[src/rtl/cla_seq_adder.sv]
// Nibble-serial WIDTH-bit adder: one shared CLA4 slice walks the operands LSB nibble first.
// Define SEQADD_SUB_EN to enable A - B (A + ~B + 1) when sub is set at accept.

module cla4 (
   input  logic [3:0] a_i,
   input  logic [3:0] b_i,
   input  logic       c0_i,
   output logic [3:0] s_o,
   output logic       c4_o
);
   logic [3:0] g, p;
   logic [4:0] c;

   assign g = a_i & b_i;
   assign p = a_i ^ b_i;

   assign c[0] = c0_i;
   assign c[1] = g[0] | (p[0] & c0_i);
   assign c[2] = g[1] | (p[1] & g[0]) | (p[1] & p[0] & c0_i);
   assign c[3] = g[2] | (p[2] & g[1]) | (p[2] & p[1] & g[0]) | (p[2] & p[1] & p[0] & c0_i);
   assign c[4] = g[3] | (p[3] & g[2]) | (p[3] & p[2] & g[1]) | (p[3] & p[2] & p[1] & g[0])
               | (p[3] & p[2] & p[1] & p[0] & c0_i);

   assign s_o  = p ^ c[3:0];
   assign c4_o = c[4];
endmodule

module cla_seq_adder #(
   parameter int WIDTH = 16
) (
   input  logic             clk,
   input  logic             rst,
   input  logic             start,
   input  logic [WIDTH-1:0] a,
   input  logic [WIDTH-1:0] b,
   input  logic             cin,
   input  logic             sub,
   output logic             busy,
   output logic             done,
   output logic [WIDTH-1:0] sum,
   output logic             cout,
   output logic             ovf
);
   localparam int N  = WIDTH / 4;
   localparam int IW = (N > 1) ? $clog2(N) : 1;
   localparam logic [IW-1:0] LAST_IDX = IW'(N - 1);

   localparam logic [1:0] ST_IDLE = 2'd0;
   localparam logic [1:0] ST_RUN  = 2'd1;
   localparam logic [1:0] ST_DONE = 2'd2;

   logic [1:0]       state_q, state_d;
   logic [WIDTH-1:0] a_q, a_d;
   logic [WIDTH-1:0] bp_q, bp_d;
   logic [WIDTH-1:0] sum_q, sum_d;
   logic [IW-1:0]    idx_q, idx_d;
   logic             carry_q, carry_d;
   logic             cout_q, cout_d;
   logic             ovf_q, ovf_d;

   logic [WIDTH-1:0] b_acc;
   logic             c_acc;
   logic [IW+1:0]    base;
   logic [3:0]       slice_s;
   logic             slice_c4;

`ifdef SEQADD_SUB_EN
   assign b_acc = sub ? ~b : b;
   assign c_acc = sub ? 1'b1 : cin;
`else
   // sub is a no-op in this build; it is folded away against a constant zero.
   assign b_acc = b;
   assign c_acc = cin | (sub & 1'b0);
`endif

   assign base = {idx_q, 2'b00};

   cla4 u_cla4 (
      .a_i  (a_q[base +: 4]),
      .b_i  (bp_q[base +: 4]),
      .c0_i (carry_q),
      .s_o  (slice_s),
      .c4_o (slice_c4)
   );

   always_comb begin
      state_d = state_q;
      a_d     = a_q;
      bp_d    = bp_q;
      sum_d   = sum_q;
      idx_d   = idx_q;
      carry_d = carry_q;
      cout_d  = cout_q;
      ovf_d   = ovf_q;
      case (state_q)
         ST_IDLE, ST_DONE: begin
            if (start) begin
               state_d = ST_RUN;
               a_d     = a;
               bp_d    = b_acc;
               carry_d = c_acc;
               idx_d   = '0;
               sum_d   = '0;
            end else if (state_q == ST_DONE) begin
               state_d = ST_IDLE;
            end
         end
         ST_RUN: begin
            sum_d[base +: 4] = slice_s;
            carry_d          = slice_c4;
            idx_d            = idx_q + 1'b1;
            if (idx_q == LAST_IDX) begin
               state_d = ST_DONE;
               cout_d  = slice_c4;
               ovf_d   = (a_q[WIDTH-1] == bp_q[WIDTH-1]) && (slice_s[3] != a_q[WIDTH-1]);
            end
         end
         default: state_d = ST_IDLE;
      endcase
   end

   always_ff @(posedge clk) begin
      if (rst) begin
         state_q <= ST_IDLE;
         a_q     <= '0;
         bp_q    <= '0;
         sum_q   <= '0;
         idx_q   <= '0;
         carry_q <= 1'b0;
         cout_q  <= 1'b0;
         ovf_q   <= 1'b0;
      end else begin
         state_q <= state_d;
         a_q     <= a_d;
         bp_q    <= bp_d;
         sum_q   <= sum_d;
         idx_q   <= idx_d;
         carry_q <= carry_d;
         cout_q  <= cout_d;
         ovf_q   <= ovf_d;
      end
   end

   assign busy = (state_q == ST_RUN);
   assign done = (state_q == ST_DONE);
   assign sum  = sum_q;
   assign cout = cout_q;
   assign ovf  = ovf_q;
endmodule

[config.mk]
export PLATFORM = sky130hd
export DESIGN_NAME = cla_seq_adder
export DESIGN_NICKNAME = d
export VERILOG_FILES = /design/src/rtl/cla_seq_adder.sv
export SDC_FILE = /design/constraint.sdc
export NUM_CORES = 1
export LEC_CHECK = 0
export BUFFER_PORTS_ARGS = -buffer_cell sky130_fd_sc_hd__buf_2
export CAP_MARGIN = 5
export CORE_UTILIZATION = 45
export DETAILED_ROUTE_END_ITERATION = 12
export GPL_TIMING_DRIVEN = 0
export PLACE_DENSITY = 0.69
export RECOVER_POWER = 25
export SKIP_CTS_REPAIR_TIMING = 1
export SLEW_MARGIN = 5
export SYNTH_ARGS = -nofsm -noshare
export SYNTH_HDL_FRONTEND = slang
export SYNTH_SLANG_ARGS = --single-unit
[constraint.sdc]
create_clock -name clk -period 4.3 [get_ports clk]
set_input_delay 0.215 -clock clk [delete_from_list [all_inputs] [get_ports clk]]
set_output_delay 0.215 -clock clk [all_outputs]
set_load 0.02 [all_outputs]
==> results of run 1 <==
final timing paths:
path	endpoint	slack [ns]	cells after the start
setup / recovery	ovf	1.27	8
setup reg to reg	ovf	1.27	8
hold reg to reg	a_q[8]	0.45	2
hold / removal	bp_q[9]	0.13	3
cells by family (layout without fill, tap and decap cells):
| family | count (synthesis) | in the layout | synth area share |
|---|---|---|---|
| buffers and inverters | 21 | 84 | 0.0370 |
| AND/OR/NAND/NOR | 121 | 121 | 0.232 |
| flip-flops | 55 | 55 | 0.446 |
| XOR/XNOR | 2 | 2 | 0.00710 |
| multiplexers | 8 | 8 | 0.0730 |
| adder cells (fa/ha/maj) | 10 | 10 | 0.0537 |
| AO/OA/AOI/OAI | 65 | 65 | 0.151 |
flip-flops by register name (all words and copies together), names as in the netlist:
signal	count
a_q	16
cout	1
ovf	1
idx_q	2
sum	16
carry_q	1
bp_q	16
state_q	2
cells in the mapped netlist, types with 2 or more instances:
master	count	area (um^2)
a21o_1	2	15.0
a21oi_1	43	215
a22oi_1	10	75.1
a31o_2	2	17.5
a31oi_1	3	18.8
and2b_1	2	15.0
and3b_1	2	17.5
buf_2	4	20.0
buf_4	2	15.0
clkbuf_1	10	37.5
dfxtp_1	55	1100
ha_1	9	113
inv_1	2	7.51
inv_2	2	7.51
mux4_2	8	180
nand2_1	74	278
nand2b_1	3	18.8
nand3_1	3	15.0
nand4_1	5	31.3
nor2_1	20	75.1
o21ai_0	3	15.0
or3b_1	3	26.3
xor2_1	2	17.5
worst max-delay path: stages, from the launching register on:
cell	delay, ns
dfxtp_1	0.51
buf_2	0.37
mux4_2	0.57
ha_1	0.29
buf_4	0.16
o21ai_0	0.08
o21ai_0	0.48
nand4_1	0.20
a311oi_1	0.28
per-stage QoR:
| stage | worst slack, ns | std cells | hold slack, ns |
|---|---|---|---|
| global placement | 1.31 | 407 | 0.439 |
| CTS | 1.25 | 415 | 0.125 |
| floorplan | 1.61 | 282 | 0.351 |
| finish | 1.27 | 415 | 0.127 |
| detailed placement | 1.28 | 407 | 0.443 |
| global route | 1.08 | 415 | 0.121 |
power by group:
part / internal [mW] / total (mW) / switching (mW)
clock: 0.112 / 0.275 / 0.163
combinational: 0.0606 / 0.154 / 0.0935
sequential: 0.531 / 0.545 / 0.0138
total: 0.704 / 0.974 / 0.270
cells in the final DEF, fill, tap and decap left out, types with 2 or more instances in the layout:
cell type / n
nand2_1: 74
dfxtp_1: 55
a21oi_1: 43
buf_2: 41
clkbuf_1: 28
nor2_1: 20
a22oi_1: 10
ha_1: 9
mux4_2: 8
nand4_1: 5
clkbuf_8: 5
nand2b_1: 3
o21ai_0: 3
or3b_1: 3
nand3_1: 3
a31oi_1: 3
clkinv_2: 3
inv_2: 2
inv_1: 2
and2b_1: 2
buf_4: 2
a21o_1: 2
a31o_2: 2
and3b_1: 2
xor2_1: 2
metal layers:
layer	GRT usage	wire length, um	vias to the layer above
li1	-	-	1098
met1	0.270	2630	986
met2	0.351	2710	46
met3	0.0383	235	7
met4	0.0673	78	0
met5	0	0	-
layout make-up:
class | instances | area [um^2]
Buffer | 17 | 76.3
Timing Repair Buffer | 55 | 253
Fill cell | 523 | 2310
Inverter | 4 | 15.0
Clock buffer | 5 | 68.8
Sequential cell | 55 | 1100
Clock inverter | 3 | 15.0
Tap cell | 70 | 87.6
Multi-Input combinational cell | 206 | 1280
==> summary.txt, run 1 <==
Worst setup path
  – Crit path kind: reg -> reg
  – Crit end category: flip-flop
  – Worst endpoint data arrival time: 3.25 ns
  – Reg-to-reg critical path startpoint: idx_q[0]
  – Critical Path Start: idx_q[0]
  – Crit Path Max Fanout: 10
  – CP startpoint kind: flip-flop
  – Required time of the critical path: 4.52 ns

Floorplanning
  – Die Area: 5790 um^2
  – Die W: 76.1 um
  – Rows: 26
  – Core box area: 5200 um^2
  – Die H: 76.1 um
  – I/O Pins: 57
  – Initial Util: 0.474

Timing
  – Final Critical Period: 3.03 ns
  – Final Hold Vio Count: 0
  – Slew Limit Fails: 0
  – Layout Skew: 0.0100 ns
  – Setup_tns: 0 ns
  – Worst-Margin Slew: 0.853 ns
  – Final setup viols: 0
  – Slew HR: 0.423
  – RSZ-0062 raised after global routing: no
  – Max Freq: 330 MHz
  – Share of the clock period used by the worst path: 0.706

Drt
  – Pre-antenna DRT Iters: 4
  – Drt wl/cell: 13.6 um
  – Via count: 2137
  – Routed WL: 5650 um
  – Post-route antenna net violation count: 0
  – Initial drt markers: 88
  – Vias/cell: 5.15
  – # DRC: 0

Run
  – Max_cap viols: 0

Logic synthesis
  – Number of enable flip-flop cells after synthesis: 0
  – Cells after synthesis: 282
  – Mean post-synth cell area: 8.75 um^2
  – Netlist Area Pre-Place: 2470 um^2
  – Main synth FF type: dfxtp_1
  – Seq/Total Area, Yosys: 0.446
  – Post-synth ARST share: 0
  – Syn Nets: 329
  – Synth cell types: 36
  – #FFs+latches synth: 55
  – Yosys warnings: 0

Placement
  – Dpl hpwl: 4200 um
  – Cell Area, Placed: 2830 um^2
  – GPL Wtd Cong: 0.855
  – IO buf count: 55

Power and ir drop
  – IR drop worst, VDD: 0.000173 V
  – Overall power: 0.974 mW
  – Power density over the cells: 337 nW/um^2
  – Static leakage: 1.14 nW

CTS
  – CTS Buf Count: 5
  – Clock Tree Buf Depth: 2
  – Worst-skew pair later-pin latency: 0.31 ns
  – Clock sinks: 55
  – Root Driver: clkbuf_8
  – Clk slew on worst S/H paths: 0.10 ns
  – H-tree depth: 2
  – CTS tree: yes

Final layout
  – Diodes inserted: 0
  – NumNets Final: 391
  – Final instance area: 2890 um^2
  – Layout area overhead: 17.2%
  – Fin util: 0.556
  – Layout cell share with drive strength beyond 1: 0.188

Outcome
  – Outcome: finished clean

GRT
  – Vias in the first global route: 2033
  – Initial antenna violation count: 0
  – Remaining Overflow, GRT: 0
  – Largest net degree at the start of global routing: 17
  – First-pass GRT wire length: 9540 um
  – GRT Total Usage: 0.208

Min path
  – Worst hold path class: in -> reg
  – Critical hold path startpoint: b[9]
Power figures use the tool's default switching activity.
==> run 2: changes to the inputs <==
--- a/config.mk
+++ b/config.mk
@@ -10,7 +10,7 @@
 export CORE_UTILIZATION = 45
 export DETAILED_ROUTE_END_ITERATION = 12
 export GPL_TIMING_DRIVEN = 0
-export PLACE_DENSITY = 0.69
+export PLACE_DENSITY = 0.71
 export RECOVER_POWER = 25
 export SKIP_CTS_REPAIR_TIMING = 1
 export SLEW_MARGIN = 5
==> constraint.sdc (replaced) <==
create_clock -name clk -period 2.7 [get_ports clk]
set_input_delay 0.135 -clock clk [delete_from_list [all_inputs] [get_ports clk]]
set_output_delay 0.135 -clock clk [all_outputs]
set_load 0.02 [all_outputs]
==> summary.txt, run 2 (synthesis gave the netlist of run 1 again) <==
Drt
  – Vias/cell: 5.23 (+1.6%)
  – Routed WL: 5830 um (+3.1%)
  – Post-route antenna net violation count: 0 (unchanged)
  – Pre-antenna DRT Iters: 4 (unchanged)
  – Drt wl/cell: 14.1 um (+3.4%)
  – Initial drt markers: 126 (+43%)
  – Via count: 2166 (+1.4%)
  – # DRC: 0 (unchanged)

Placement
  – Place WS: -0.399 ns (-1.68 ns)
  – Dpl hpwl: 4330 um (+3.1%)
  – GPL Wtd Cong: 0.801 (-6.4%)
  – Cell Area, Placed: 2830 um^2 (unchanged)
  – IO buf count: 55 (unchanged)

Worst setup path
  – FF-to-FF path depth: 7 (-1)
  – Critical Path Start: idx_q[0]
  – Reg2Reg Setup Slack: 0.1 ns (-1.17 ns)
  – Reg-to-reg critical path startpoint: idx_q[0]
  – Worst setup path endpoint: ovf
  – Worst endpoint data arrival time: 2.82 ns (-0.43 ns)
  – Crit path kind: reg -> reg
  – Crit Path Max Fanout: 10 (unchanged)
  – Required time of the critical path: 2.92 ns (-1.60 ns)
  – CP startpoint kind: flip-flop
  – Reg2reg end: ovf
  – Crit end category: flip-flop

Floorplanning
  – Core box area: 5200 um^2 (unchanged)
  – Die Area: 5790 um^2 (unchanged)
  – Die W: 76.1 um (unchanged)
  – Die H: 76.1 um (unchanged)
  – Rows: 26 (unchanged)
  – Initial Util: 0.474 (unchanged)
  – I/O Pins: 57 (unchanged)

CTS
  – CTS Buf Count: 5 (unchanged)
  – H-tree depth: 2 (unchanged)
  – Clock sinks: 55 (unchanged)
  – Clock Tree Buf Depth: 2 (unchanged)
  – CTS tree: yes
  – Worst-skew pair later-pin latency: 0.30 ns (about the same)
  – Clk slew on worst S/H paths: 0.09 ns (about the same)
  – Root Driver: clkbuf_8

Timing
  – Slew Limit Fails: 0 (unchanged)
  – RSZ-0062 raised after global routing: no
  – Share of the clock period used by the worst path: 0.964 (+0.259)
  – Layout Skew: 0.00611 ns (-0.00392 ns)
  – Worst-Margin Slew: 0.732 ns (-0.121 ns)
  – Slew HR: 0.505 (+0.0818)
  – Final Critical Period: 2.60 ns (-0.430 ns)
  – Max Freq: 384 MHz (+17%)
  – Final setup viols: 0 (unchanged)
  – Final WS setup: 0.0961 ns (-1.17 ns)
  – Final Hold Vio Count: 0 (unchanged)

Final layout
  – Final instance area: 2920 um^2 (+0.82%)
  – Layout area overhead: 18.1%
  – NumNets Final: 392 (+0.26%)
  – Diodes inserted: 0 (unchanged)
  – Fin util: 0.560 (+0.00457)
  – Layout cell share with drive strength beyond 1: 0.201 (+0.0122)
  – Commonest non-fill, non-tap cell in the layout: nand2_1
  – Highest-count cells in the layout ignoring fill and taps: nand2_1, dfxtp_1, a21oi_1

Power and ir drop
  – Static leakage: 1.14 nW (about the same)
  – Flop pwr share: 0.560 (about the same)
  – Combinational share of power: 0.164 (+0.006)
  – IR drop worst, VDD: 0.000260 V (+50%)
  – Psw: 0.433 mW (+60%)
  – Sw Share: 0.279 (+0.00160)
  – P_int: 1.12 mW (+59%)
  – Overall power: 1.55 mW (+59%)
  – Power density over the cells: 532 nW/um^2 (+58%)
  – Clk pwr share: 0.276 (-0.006)

GRT
  – Vias in the first global route: 2169 (+6.7%)
  – GRT Total Usage: 0.212 (+0.00372)
  – Initial antenna violation count: 0 (unchanged)
  – First-pass GRT wire length: 9760 um (+2.2%)
  – Largest net degree at the start of global routing: 16 (-1)
  – Remaining Overflow, GRT: 0 (unchanged)

Min path
  – Worst Hold Depth: 3 (unchanged)
  – Worst hold path class: in -> reg

Outcome
  – Outcome: finished clean

Run
  – Max_cap viols: 0 (unchanged)
## run 2: worst max-delay path, stage by stage (launching register included)
cell and delay, ns:
dfxtp_4 0.42, buf_6 0.19, mux4_2 0.58, ha_1 0.37, a21oi_1 0.08, nand4b_1 0.34
a31o_2 0.29, a311oi_1 0.24
## run 2: metal layers
metal / global-route usage / part of all wire / vias to the layer above
li1: - / - / 1098
met2: 0.366 / 0.48 / 52
met4: 0.0635 / 0.0093 / 0
met5: 0 / 0 / -
met3: 0.0467 / 0.046 / 5
met1: 0.264 / 0.47 / 1011
## run 2: stage by stage
stage          TNS, ns  instances  hold WS, ns
2_1_floorplan        0        282        0.271
3_3_place_gp     -1.82        407        0.377
3_5_place_dp     -2.22        407        0.382
4_1_cts          -2.49        413       0.0578
5_1_grt              0        414       0.0581
6_report             0        414       0.0612
## run 2: worst min path at each step
stage | from | to | slack (ns)
floorplan | a[0] | a_q[0] | 0.27
global placement | a[6] | a_q[6] | 0.38
detailed placement | a[3] | a_q[3] | 0.38
CTS | b[4] | bp_q[4] | 0.06
global route | b[15] | bp_q[15] | 0.06
finish | a[6] | a_q[6] | 0.06
## run 2: layout make-up
type	instances	area [um^2]
well taps	70	87.6
clock buffers	5	68.8
fillers	507	2290
multi-input cells	206	1290
repair buffers	56	260
inverters	4	15.0
clock inverters	1	7.51
plain buffers	17	83.8
flip-flops and latches	55	1100
## run 2: power groups by stage
stage / Clock [mW] / Sequential [mW] / Combinational [mW]
after detailed placement: 0 / 0.887 / 0.249
after CTS: 0.433 / 0.868 / 0.251
after global routing: 0.475 / 0.874 / 0.286
after floorplan: 0 / 0.884 / 0.169
after global placement: 0 / 0.886 / 0.244
final: 0.428 / 0.869 / 0.255
